$ cat config.mk
export PLATFORM = sky130hd
export DESIGN_NAME = branch_resolve_stage
export DESIGN_NICKNAME = d
export VERILOG_FILES = /design/src/rtl/branch_resolve_stage.sv
export SDC_FILE = /design/constraint.sdc
export NUM_CORES = 1
export LEC_CHECK = 0
export CORE_MARGIN = 5
export CORE_UTILIZATION = 38
export DETAILED_ROUTE_END_ITERATION = 6
export PLACE_DENSITY_LB_ADDON = 0.15
export SLEW_MARGIN = 20
export SYNTH_ARGS = -nofsm -noshare
export SYNTH_HDL_FRONTEND = slang
export SYNTH_SLANG_ARGS = --single-unit
export TNS_END_PERCENT = 20
$ cat constraint.sdc
create_clock -name clk -period 2.65 [get_ports clk]
set_input_delay 0.3975 -clock clk [delete_from_list [all_inputs] [get_ports clk]]
set_output_delay 0.3975 -clock clk [all_outputs]
set_load 0.01 [all_outputs]
$ cat src/rtl/branch_resolve_stage.sv
// branch_resolve_stage: registered branch-resolution stage of the execute unit.
// Resolves a decoded B-type branch, emits a one-cycle fetch redirect for
// taken branches, squashes wrong-path beats for FLUSH_CYCLES cycles, and
// hands the resolved record downstream over a valid/ready handshake.
// Optional build macro: BRANCH_PERF_CNT_EN adds saturating perf counters.

// compare_gt: a > b, signed or unsigned according to is_signed.
module compare_gt #(
  parameter int WIDTH = 32
) (
  input  logic [WIDTH-1:0] a,
  input  logic [WIDTH-1:0] b,
  input  logic             is_signed,
  output logic             gt
);

  // Select signed or unsigned magnitude comparison.
  always_comb begin
    if (is_signed) gt = $signed(a) > $signed(b);
    else           gt = a > b;
  end

endmodule

module branch_resolve_stage #(
  parameter int WIDTH        = 32,
  parameter int FLUSH_CYCLES = 2
) (
  input  logic             clk,
  input  logic             rst,
  input  logic             in_valid,
  output logic             in_ready,
  input  logic [WIDTH-1:0] in_pc,
  input  logic [WIDTH-1:0] in_imm,
  input  logic [2:0]       in_funct3,
  input  logic [WIDTH-1:0] in_rs1_data,
  input  logic [WIDTH-1:0] in_rs2_data,
  output logic             out_valid,
  input  logic             out_ready,
  output logic [WIDTH-1:0] out_pc,
  output logic             out_taken,
  output logic [WIDTH-1:0] out_target,
  output logic             out_illegal,
  output logic             out_misaligned,
  output logic             redirect_valid,
  output logic [WIDTH-1:0] redirect_pc
`ifdef BRANCH_PERF_CNT_EN
  ,
  output logic [31:0]      perf_branches,
  output logic [31:0]      perf_taken,
  output logic [31:0]      perf_squashed
`endif
);

  typedef enum logic {
    ST_RUN   = 1'b0,
    ST_FLUSH = 1'b1
  } state_e;

  localparam logic [3:0] FLUSH_LOAD = 4'(FLUSH_CYCLES);

  state_e           state;
  state_e           state_nxt;
  logic [3:0]       flush_cnt;

  logic             cmp_signed;
  logic             lt;
  logic             eq;
  logic             res_taken;
  logic             res_illegal;
  logic             res_misaligned;
  logic [WIDTH-1:0] res_target;

  logic             run_accept;
  logic             redirect_fire;

  // compare_gt is fed (rs2, rs1) so its gt output means rs1 < rs2.
  assign cmp_signed = !in_funct3[1];

  compare_gt #(.WIDTH(WIDTH)) u_cmp (
    .a         (in_rs2_data),
    .b         (in_rs1_data),
    .is_signed (cmp_signed),
    .gt        (lt)
  );

  assign eq             = (in_rs1_data == in_rs2_data);
  assign res_target     = in_pc + in_imm;
  assign res_misaligned = res_taken && (res_target[1:0] != 2'b00);

  // Decode funct3 into the branch condition; 010/011 are illegal, never taken.
  always_comb begin
    // NOTE: every always_comb output gets a default first so no path can infer a latch.
    res_taken   = 1'b0;
    res_illegal = 1'b0;
    case (in_funct3)
      3'b000:         res_taken   = eq;
      3'b001:         res_taken   = !eq;
      3'b100, 3'b110: res_taken   = lt;
      3'b101, 3'b111: res_taken   = !lt;
      default:        res_illegal = 1'b1;
    endcase
  end

  // FSM state register and squash-window counter.
  always_ff @(posedge clk) begin
    // NOTE: sequential state uses non-blocking assignments so every flop samples pre-edge values.
    if (rst) begin
      state     <= ST_RUN;
      flush_cnt <= 4'd0;
    end else begin
      state <= state_nxt;
      if (redirect_fire)
        flush_cnt <= FLUSH_LOAD;
      else if (state == ST_FLUSH && flush_cnt != 4'd0)
        flush_cnt <= flush_cnt - 4'd1;
    end
  end

  // FSM next-state: enter FLUSH on a redirect, leave on the last squash cycle.
  always_comb begin
    state_nxt = state;
    case (state)
      ST_RUN:   if (redirect_fire)       state_nxt = ST_FLUSH;
      ST_FLUSH: if (flush_cnt == 4'd1)   state_nxt = ST_RUN;
      default:                           state_nxt = ST_RUN;
    endcase
  end

  // FSM outputs: handshake ready, RUN accept, and redirect decision.
  always_comb begin
    in_ready      = 1'b1;
    run_accept    = 1'b0;
    redirect_fire = 1'b0;
    case (state)
      ST_RUN: begin
        in_ready      = !out_valid || out_ready;
        run_accept    = in_valid && (!out_valid || out_ready);
        redirect_fire = run_accept && res_taken && !res_misaligned && !res_illegal;
      end
      default: in_ready = 1'b1;
    endcase
  end

  // Output record register: load on RUN accept, clear valid once drained.
  always_ff @(posedge clk) begin
    // NOTE: reset is synchronous here; rst is sampled only on the clock edge.
    if (rst) begin
      out_valid      <= 1'b0;
      out_pc         <= '0;
      out_taken      <= 1'b0;
      out_target     <= '0;
      out_illegal    <= 1'b0;
      out_misaligned <= 1'b0;
      redirect_valid <= 1'b0;
    end else begin
      redirect_valid <= redirect_fire;
      if (run_accept) begin
        out_valid      <= 1'b1;
        out_pc         <= in_pc;
        out_taken      <= res_taken;
        out_target     <= res_target;
        out_illegal    <= res_illegal;
        out_misaligned <= res_misaligned;
      end else if (out_ready) begin
        out_valid <= 1'b0;
      end
    end
  end

  // The redirect address is the resolved target of the record just loaded.
  assign redirect_pc = out_target;

`ifdef BRANCH_PERF_CNT_EN
  logic squash_beat;
  assign squash_beat = (state == ST_FLUSH) && in_valid;

  // Saturating performance counters.
  always_ff @(posedge clk) begin
    if (rst) begin
      perf_branches <= '0;
      perf_taken    <= '0;
      perf_squashed <= '0;
    end else begin
      if (run_accept && perf_branches != 32'hFFFF_FFFF)
        perf_branches <= perf_branches + 32'd1;
      if (redirect_fire && perf_taken != 32'hFFFF_FFFF)
        perf_taken <= perf_taken + 32'd1;
      if (squash_beat && perf_squashed != 32'hFFFF_FFFF)
        perf_squashed <= perf_squashed + 32'd1;
    end
  end
`endif

endmodule

==> metrics <==
Ys Warns 0; final wirelength 19,820 µm; Root Driver clkbuf_16; max cap viols 0; H-tree lvl count 3; core box area 0.01335 mm²; CP arrival 2880 ps; clock sinks 74; Worst-path clk slew 60 ps; status finished clean; Syn Nets 889; compound-gate portion of the synthesized area 21.84%; DR DRC count 0; I/O Buffers 236; post-synthesis xor/xnor area fraction 4.362%; cts-stage hold buffer count 0; drt wl/cell 17.28 µm; Max FO, Critical Path 3; fillers 1,076; Slew Viols, Final 0; Initial Util around two fifths; crit start category primary input; power per cell area 433.8 mW/mm²; Synth Area per Inst 7.587 µm²; HP Class primary input to flip-flop; first-pass GRT wire length 29,360 µm; fraction of registers with async set/reset 0%; Initial DRC Count between 300 and 400; vias roughly 6,000; VDD IR max 0.2956 mV; CP required 2910 ps; leak pwr 4.056 nW; antenna-violating nets left 0; max frequency 381.2 MHz; mux contribution to synthesized area 0%; Setup Viol. Count Final 0; simple-gate area share of the yosys netlist about a fifth; synthesized area 0.005220 mm²; Place WS -695.2 ps; die width 127.2 µm; initial antenna violation count 0; Post-Synth Adder-Cell Area 15.96%; vias in the first global route 6,146; GPL Wtd Cong 0.8475; Synth cell types 54; Post-synth top flop dfxtp_1; Seq. cell area 0.001481 mm²; Slew headroom 54.45%; ANT cells 0; Overflow after GRT 0; Setup CP Type primary input to flip-flop; # nets final 1,167; largest family of logic cells by synthesized area compound AO/OA/AOI/OAI gates; CP Capture Type flip-flop; minimum clock period 2623 ps; multi-input logic area 0.004134 mm²; Vias/cell 5.245; aggregate global-route resource usage 22.16%; Hold Crit Depth 3; IO Count 237; num rows 42; CTS Buf Count 9; clk_lat worst skew 330 ps; Area growth syn-to-layout 78.84%; First-pass DRT Iterations 4; worst-margin pin slew 683.3 ps; TritonCTS clock tree done; R2R depth 5; Seq/Total Area, Yosys 28.38%; pin count of the biggest net entering global routing 41; layout cells sized above 1 26.57%; Die Y 127.2 µm; unrepaired setup endpoints after global routing yes; synthesized flop and latch total 74; number of flops mapped to enable cells by yosys 0; Setup WS post-layout 26.97 ps; TNS Setup 0 ps; die area 0.01618 mm²; Worst Clk Skew 5.868 ps; Final period util 98.98%; Post-Syn Instances 688; detailed placer's ending HPWL between 10,000 and 15,000 µm; Fin. Hold Viols 0; Bufs on Longest Clock Path 2
Yosys cell counts (7+ instances only):
master	number	area [µm²]
nand2_1	132	495.5
dfxtp_1	74	1481
a21o_1	12	90.09
nand3_1	21	105.1
clkbuf_1	20	75.07
a311oi_1	7	61.31
xnor2_1	19	166.4
buf_4	32	240.2
a211oi_1	7	52.55
xor2_1	7	61.31
inv_1	45	168.9
a21oi_1	96	480.5
nor2_1	35	131.4
o21ai_0	21	105.1
ha_1	65	813.3
cell families after synthesis:
family | Yosys count
compound gates | 186
xor+xnor | 26
fa+ha+maj | 66
buf+inv | 101
flops | 74
simple gates | 235
worst paths after layout:
path / endpoint / startpoint / slack [ps]
worst min register to register: out_pc[2] / out_pc[2] / 450
worst max-delay path: out_target[27] / in_imm[17] / 30
worst min-delay path: out_pc[15] / in_pc[15] / 370
worst max register to register: out_target[9] / state / 930
where the power goes:
group          switching, mW  internal [mW]
Combinational          0.759          0.888
Sequential            0.0701           1.20
Clock                  0.498          0.632
cells in the final DEF (no fill, tap or decap), types with 5 or more instances in the layout:
cell               n
a211oi_1           5
a21o_1            12
a21oi_1           87
a21oi_2           10
buf_4             85
clkbuf_16          9
clkbuf_2           6
clkdlybuf4s15_1   12
clkdlybuf4s50_1  146
dfxtp_1           74
dlygate4sd2_1     30
dlymetal6s2s_1    39
ha_1              21
ha_4              43
inv_1             18
inv_2             27
nand2_1          125
nand2_2            6
nand2b_1           5
nand3_1           17
nand4_1            6
nor2_1            30
o21ai_0           20
xnor2_1           19
xor2_1             7
registers in the layout, indices dropped and copies added, names as in the netlist:
register        flops
out_target         32
out_valid           1
flush_cnt           4
out_misaligned      1
state               1
out_pc             32
out_taken           1
out_illegal         1
redirect_valid      1
critical path: stages:
cell             delay (ps)
clkdlybuf4s50_1         450
ha_4                    290
nand3_2                 100
or3_4                   350
or3b_4                  410
a211oi_4                330
o21ai_2                  90
a21o_1                  180
a21o_1                  180
a21oi_2                 120
timing repair:
item / 4_1_cts / 5_1_grt
buffers inserted: 6 / 7
pin swaps: 60 / 52
resized for setup: 149 / 113
endpoints found under the setup margin: 19 / 18
per-layer routing:
layer	share of wire (%)	wire length, µm	global-route usage (%)	vias up
met4	3.8	748	9.401	0
met2	51	10180	39.98	225
li1	-	-	-	2908
met3	6.3	1255	4.633	54
met1	39	7635	25.30	2829
met5	0	0	0	-
metrics by stage:
stage | cells | cell area, µm² | power (mW) | util (%) | hold WS, ps
6_report | 1147 | 9335 | 4.050 | 69.94 | 374.2
5_1_grt | 1147 | 9335 | 4.274 | 69.94 | 385.5
4_1_cts | 1140 | 8891 | 3.979 | 66.61 | 450.3
3_5_place_dp | 1119 | 8064 | 2.717 | 60.41 | 444.1
2_1_floorplan | 688 | 5233 | 2.001 | - | 476.1
3_3_place_gp | 1119 | 8064 | 2.682 | 60.41 | 440.6
cell type report:
class | instances | share of cell area, %
Clock inverter | 7 | 0.4959
Sequential cell | 74 | 15.87
Tap cell | 176 | 2.359
Clock buffer | 9 | 2.413
Timing Repair Buffer | 323 | 32.77
Inverter | 45 | 1.809
Multi-Input combinational cell | 513 | 44.28
Power figures use the tool's default switching activity.
